File: src/rtl/axis_xbar_rr.sv
// AXI-Stream crossbar: each destination runs its own round-robin arbiter that locks a
// source for a whole packet and feeds a single registered output slice.
module axis_xbar_rr #(
    parameter int T_DATA_WIDTH = 8,
    parameter int S_DATA_COUNT = 5,
    parameter int M_DATA_COUNT = 3,
    parameter int T_ID___WIDTH = (S_DATA_COUNT > 1) ? $clog2(S_DATA_COUNT) : 1,
    parameter int T_DEST_WIDTH = (M_DATA_COUNT > 1) ? $clog2(M_DATA_COUNT) : 1
) (
    input  logic                                 clk,
    input  logic                                 rst,
    input  logic [S_DATA_COUNT-1:0]              s_valid_i,
    output logic [S_DATA_COUNT-1:0]              s_ready_o,
    input  logic [T_DATA_WIDTH*S_DATA_COUNT-1:0] s_data_i,
    input  logic [S_DATA_COUNT-1:0]              s_last_i,
    input  logic [T_DEST_WIDTH*S_DATA_COUNT-1:0] s_dest_i,
    output logic [M_DATA_COUNT-1:0]              m_valid_o,
    input  logic [M_DATA_COUNT-1:0]              m_ready_i,
    output logic [T_DATA_WIDTH*M_DATA_COUNT-1:0] m_data_o,
    output logic [M_DATA_COUNT-1:0]              m_last_o,
    output logic [T_ID___WIDTH*M_DATA_COUNT-1:0] m_id_o
);
    typedef enum logic {IDLE, BUSY} state_t;

    logic                                        r_rst_q;
    logic [S_DATA_COUNT-1:0][T_DATA_WIDTH-1:0]   w_sdata;
    logic [S_DATA_COUNT-1:0][T_DEST_WIDTH-1:0]   w_dest;
    logic [M_DATA_COUNT-1:0][T_DATA_WIDTH-1:0]   w_mdata;
    logic [M_DATA_COUNT-1:0][T_ID___WIDTH-1:0]   w_mid;
    logic [M_DATA_COUNT-1:0][T_ID___WIDTH-1:0]   w_gnt;
    logic [M_DATA_COUNT-1:0]                     w_busy;
    logic [M_DATA_COUNT-1:0]                     w_out_free;
    logic [M_DATA_COUNT-1:0]                     w_mvld;
    logic [M_DATA_COUNT-1:0]                     w_mlast;
    logic [S_DATA_COUNT-1:0]                     w_taken;
    logic [S_DATA_COUNT-1:0]                     w_ready;

    assign w_sdata   = s_data_i;
    assign w_dest    = s_dest_i;
    assign m_data_o  = w_mdata;
    assign m_id_o    = w_mid;
    assign m_valid_o = w_mvld;
    assign m_last_o  = w_mlast;
    assign s_ready_o = w_ready;

    always_ff @(posedge clk) begin
        r_rst_q <= rst;
    end

    // A locked source only sees its owner's slice; unroutable sources are sunk while unowned.
    always_comb begin
        w_taken = '0;
        w_ready = '0;
        for (int i = 0; i < M_DATA_COUNT; i++) begin
            if (w_busy[i]) begin
                w_taken[w_gnt[i]] = 1'b1;
                w_ready[w_gnt[i]] = w_out_free[i];
            end
        end
        for (int j = 0; j < S_DATA_COUNT; j++) begin
            if (!w_taken[j] && (int'(w_dest[j]) >= M_DATA_COUNT)) begin
                w_ready[j] = 1'b1;
            end
        end
        if (r_rst_q) begin
            w_ready = '0;
        end
    end

    for (genvar gi = 0; gi < M_DATA_COUNT; gi++) begin : g_dst
        state_t                  r_state;
        logic [T_ID___WIDTH-1:0] r_grant;
        logic [T_ID___WIDTH-1:0] r_ptr;
        logic                    r_vld_p1;
        logic [T_DATA_WIDTH-1:0] r_data_p1;
        logic                    r_last_p1;
        logic [T_ID___WIDTH-1:0] r_id_p1;
        logic [S_DATA_COUNT-1:0] w_req;
        logic                    w_any;
        logic [T_ID___WIDTH-1:0] w_pick;
        logic                    w_acc;

        assign w_busy[gi]     = (r_state == BUSY);
        assign w_gnt[gi]      = r_grant;
        assign w_out_free[gi] = ~r_vld_p1 | m_ready_i[gi];
        assign w_acc          = (r_state == BUSY) & s_valid_i[r_grant] & w_out_free[gi];
        assign w_mvld[gi]     = r_vld_p1;
        assign w_mlast[gi]    = r_last_p1;
        assign w_mdata[gi]    = r_data_p1;
        assign w_mid[gi]      = r_id_p1;

        always_comb begin
            for (int j = 0; j < S_DATA_COUNT; j++) begin
                w_req[j] = s_valid_i[j] & ~w_taken[j] & (int'(w_dest[j]) == gi);
            end
        end

        always_comb begin
            int idx;
            idx    = 0;
            w_any  = 1'b0;
            w_pick = '0;
            for (int k = 0; k < S_DATA_COUNT; k++) begin
                idx = int'(r_ptr) + k;
                if (idx >= S_DATA_COUNT) idx -= S_DATA_COUNT;
                if (!w_any && w_req[idx[T_ID___WIDTH-1:0]]) begin
                    w_any  = 1'b1;
                    w_pick = idx[T_ID___WIDTH-1:0];
                end
            end
        end

        always_ff @(posedge clk) begin
            if (rst) begin
                r_state   <= IDLE;
                r_grant   <= '0;
                r_ptr     <= '0;
                r_vld_p1  <= 1'b0;
                r_data_p1 <= '0;
                r_last_p1 <= 1'b0;
                r_id_p1   <= '0;
            end else begin
                case (r_state)
                    IDLE: begin
                        if (w_any) begin
                            r_grant <= w_pick;
                            r_state <= BUSY;
                        end
                    end
                    BUSY: begin
                        if (w_acc && s_last_i[r_grant]) begin
                            r_state <= IDLE;
                            r_ptr   <= (int'(r_grant) == S_DATA_COUNT - 1) ? '0 : r_grant + 1'b1;
                        end
                    end
                    default: r_state <= IDLE;
                endcase
                // p1: output slice, loaded on acceptance, held under backpressure
                if (w_acc) begin
                    r_vld_p1  <= 1'b1;
                    r_data_p1 <= w_sdata[r_grant];
                    r_last_p1 <= s_last_i[r_grant];
                    r_id_p1   <= r_grant;
                end else if (m_ready_i[gi]) begin
                    r_vld_p1  <= 1'b0;
                end
            end
        end
    end
endmodule
File: config.mk
export PLATFORM = sky130hd
export DESIGN_NAME = axis_xbar_rr
export DESIGN_NICKNAME = d
export VERILOG_FILES = /design/src/rtl/axis_xbar_rr.sv
export SDC_FILE = /design/constraint.sdc
export NUM_CORES = 1
export LEC_CHECK = 0
export ABC_AREA = 1
export CAP_MARGIN = 30
export CORE_MARGIN = 2
export CORE_UTILIZATION = 24
export CTS_BUF_LIST = sky130_fd_sc_hd__clkbuf_16
export CTS_CLUSTER_SIZE = 24
export DETAILED_ROUTE_END_ITERATION = 7
export HOLD_SLACK_MARGIN = 0.08
export MAX_ROUTING_LAYER = met4
export SYNTH_ARGS = -nofsm -noshare
export SYNTH_HDL_FRONTEND = slang
export SYNTH_SLANG_ARGS = --single-unit
export TNS_END_PERCENT = 100
File: constraint.sdc
create_clock -name clk -period 2.6 [get_ports clk]
set_input_delay 0.65 -clock clk [delete_from_list [all_inputs] [get_ports clk]]
set_output_delay 0.65 -clock clk [all_outputs]
set_load 0.1 [all_outputs]
==> results_dict.tcl, run 1 <==
set metrics [dict create \
    r2r_end "g_dst[2].r_grant[1]" \
    hpwlAfterDp_um 19980 \
    r2r_start "g_dst[2].r_ptr[0]" \
    critPathMaxStageDelay_ns 0.60 \
    rsz0062_at_grt "true" \
    layout_commonest_cell "nand2_1" \
    place.gp.congestion 0.9064 \
    grt_pass1_wl_um 40080 \
    routed_wl_um 25920 \
    setup_tns_ns 0 \
    grt_pass1_vias 7636 \
    arrival_ns 1.89 \
    async_reset_ff_share_pct 0 \
    finClkSkew_ns 0.01133 \
    drt-initial-drc-count 606 \
    status "finished clean" \
    cts-buffers-inserted 9 \
    ys_seq_area_share_pct 18.42 \
    clkTransAtPathRegs_ns 0.06 \
    wire_per_inst_um 15.40 \
    finalCriticalPeriod_ns 2.541 \
    mostFrequentLayoutCells "nand2_1 (214), inv_1 (149), buf_4 (149)" \
    cp_slowest_cell "clkdlybuf4s50_1" \
    cp_max_fo 4 \
    num_rows 60 \
    ys_types 48 \
    cts.sinks 61 \
    nNetsFinal 1435 \
    drtAntennaViolNets 0 \
    postSynthCellCount 1138 \
    io_buffer_count 108 \
    vias_per_cell 4.951 \
    area_delta_synth_final_pct 46.92 \
    antenna_cells 0 \
    fin_total_pwr_mw 11.93 \
    required_ns 1.95 \
    drv_slew 0 \
    antenna_found_initial 0 \
    overflow 0 \
    worstRegToRegCells 18 \
    post-place-ws_ns -0.2864 \
    endpoint_kind "output pin" \
    grt_max_degree 41 \
    r2r_slack_ns 0.07 \
    drv_cap 0 \
    critPathCapture "s_ready_o[4]" \
    vias 8333 \
    power_leakage_nw 4.413 \
    drt_pass1_iterations 5 \
    initial_core_util_pct 24.54 \
    grt_use_total_pct 17.92 \
    die_w_um 170.2 \
    fin_area_mm2 0.009743 \
    synth.net_count 1236 \
    relSlewSlack_pct 56.82 \
    synth.avg_cell_area_um2 5.827 \
    post_dp_cell_area_mm2 0.008682 \
    path_class "input pin to output pin" \
    worstSetupStartpoint "s_dest_i[9]" \
    fin_crit_sh_pct 97.73 \
    fp.dieH_um 170.2 \
    tightest_slew_ns 0.6453 \
    synthesis.area_mm2 0.006631 \
    layout_setup_ws_ns 0.05896 \
    drc 0 \
    num_io_pins 109 \
    cellPowerDensity_mw_per_mm2 1224 \
    cp-start-kind "input pin" \
    cts_hold_buf 0 \
    die_area_mm2 0.02898 \
    synth-edff-count 0 \
    ys_warn_count 0 \
    crit_chain "clkdlybuf4s50_1 > nand3b_1 > a31oi_4 > buf_12" \
    cts_tree "done" \
    synth_flop_cell "dfxtp_1" \
    ir_worst_vdd_uv 889.8 \
    clk_latency_ns 0.35 \
    drive_gt1_share_pct 27.79 \
    hold_viol 0 \
    core_area_mm2 0.02703 \
    synth_seq_cells 61 \
    post-route-util_pct 36.05 \
    hold_class "flip-flop to flip-flop" \
    cts_root_buf "clkbuf_16" \
    clockBufferDepth 2 \
    fmax_mhz 393.5 \
    final-setup-viol-count 0 \
    h-tree-depth 3 \
]
routing by layer:
metal	wire length [µm]	track usage (%)
met5	0	-
met4	589	4.608
met3	1807	3.372
met2	11740	27.62
met1	11780	24.07
cells by family after synthesis:
logic type      synth area share [%]
compound gates                 23.23
simple gates                   37.21
xor+xnor                       1.057
flops                          18.42
buf+inv                        13.53
fa+ha+maj                      6.566
state kept, by name, summed over array words and instances, names as in the netlist:
name,flops
g_dst.r_data_p1,24
g_dst.r_grant,9
g_dst.r_id_p1,9
g_dst.r_last_p1,3
g_dst.r_ptr,9
g_dst.r_state,3
g_dst.r_vld_p1,3
r_rst_q,1
repair_timing:
action,4_1_cts,5_1_grt
gates resized for setup,40,165
setup buffers,0,19
pin swaps,9,61
endpoints found under the setup margin,14,20
how the worst min path moves through the flow:
stage	startpoint	end	depth (start not counted)
6_report	g_dst[0].r_id_p1[0]	g_dst[0].r_id_p1[0]	2
5_1_grt	g_dst[2].r_id_p1[0]	g_dst[2].r_id_p1[0]	2
4_1_cts	g_dst[2].r_data_p1[4]	g_dst[2].r_data_p1[4]	2
3_5_place_dp	g_dst[2].r_id_p1[0]	g_dst[2].r_id_p1[0]	2
3_3_place_gp	g_dst[2].r_data_p1[3]	g_dst[2].r_data_p1[3]	2
2_1_floorplan	g_dst[2].r_last_p1	g_dst[2].r_last_p1	2
worst max-delay path, delay by kind of cell:
family | cells | cell delay [ns]
and+or+nand+nor | 1 | 0.16
buffers and inverters | 2 | 0.81
AOI/OAI and AO/OA | 1 | 0.26
power breakdown:
group / switching, mW / internal (mW) / total (mW)
logic: 5.98 / 3.18 / 9.16
clock network: 0.555 / 0.673 / 1.23
registers: 0.292 / 1.25 / 1.54
total: 6.83 / 5.10 / 11.9
synth_stat cells (11+ instances only):
| cell type | number | area, µm² |
|---|---|---|
| nand2_1 | 240 | 900.9 |
| inv_1 | 167 | 626.9 |
| nor2_1 | 113 | 424.2 |
| o21ai_0 | 111 | 555.5 |
| a21oi_1 | 108 | 540.5 |
| nand3_1 | 103 | 515.5 |
| dfxtp_1 | 61 | 1221 |
| ha_1 | 30 | 375.4 |
| nand4_1 | 25 | 156.4 |
| clkbuf_1 | 20 | 75.07 |
| nand2_2 | 15 | 93.84 |
| o211ai_1 | 14 | 105.1 |
| o221ai_1 | 11 | 96.34 |
area by class of cell:
class	count	area, µm²
Clock inverter	7	65.06
Sequential cell	61	1257
Inverter	180	675.6
Tap cell	341	426.7
Timing Repair Buffer	227	1986
Fill cell	2920	17280
Multi-Input combinational cell	858	5107
Clock buffer	9	225.2
stage by stage:
| stage | cells | hold WS [ns] |
|---|---|---|
| after floorplan | 1138 | 0.4430 |
| after CTS | 1664 | 0.4547 |
| final | 1683 | 0.4516 |
| after global routing | 1683 | 0.4655 |
| after global placement | 1649 | 0.4344 |
| after detailed placement | 1649 | 0.4394 |
(Power assumes the default switching activity.)
==> inputs of run 2 (changes only) <==
--- a/config.mk
+++ b/config.mk
@@ -10,7 +10,6 @@
 export CORE_MARGIN = 2
 export CORE_UTILIZATION = 24
 export CTS_BUF_LIST = sky130_fd_sc_hd__clkbuf_16
-export CTS_CLUSTER_SIZE = 24
 export DETAILED_ROUTE_END_ITERATION = 7
 export HOLD_SLACK_MARGIN = 0.08
 export MAX_ROUTING_LAYER = met4
==> results of run 2 <==
No change in the layout: final DEF, timing and power equal those of run 1.
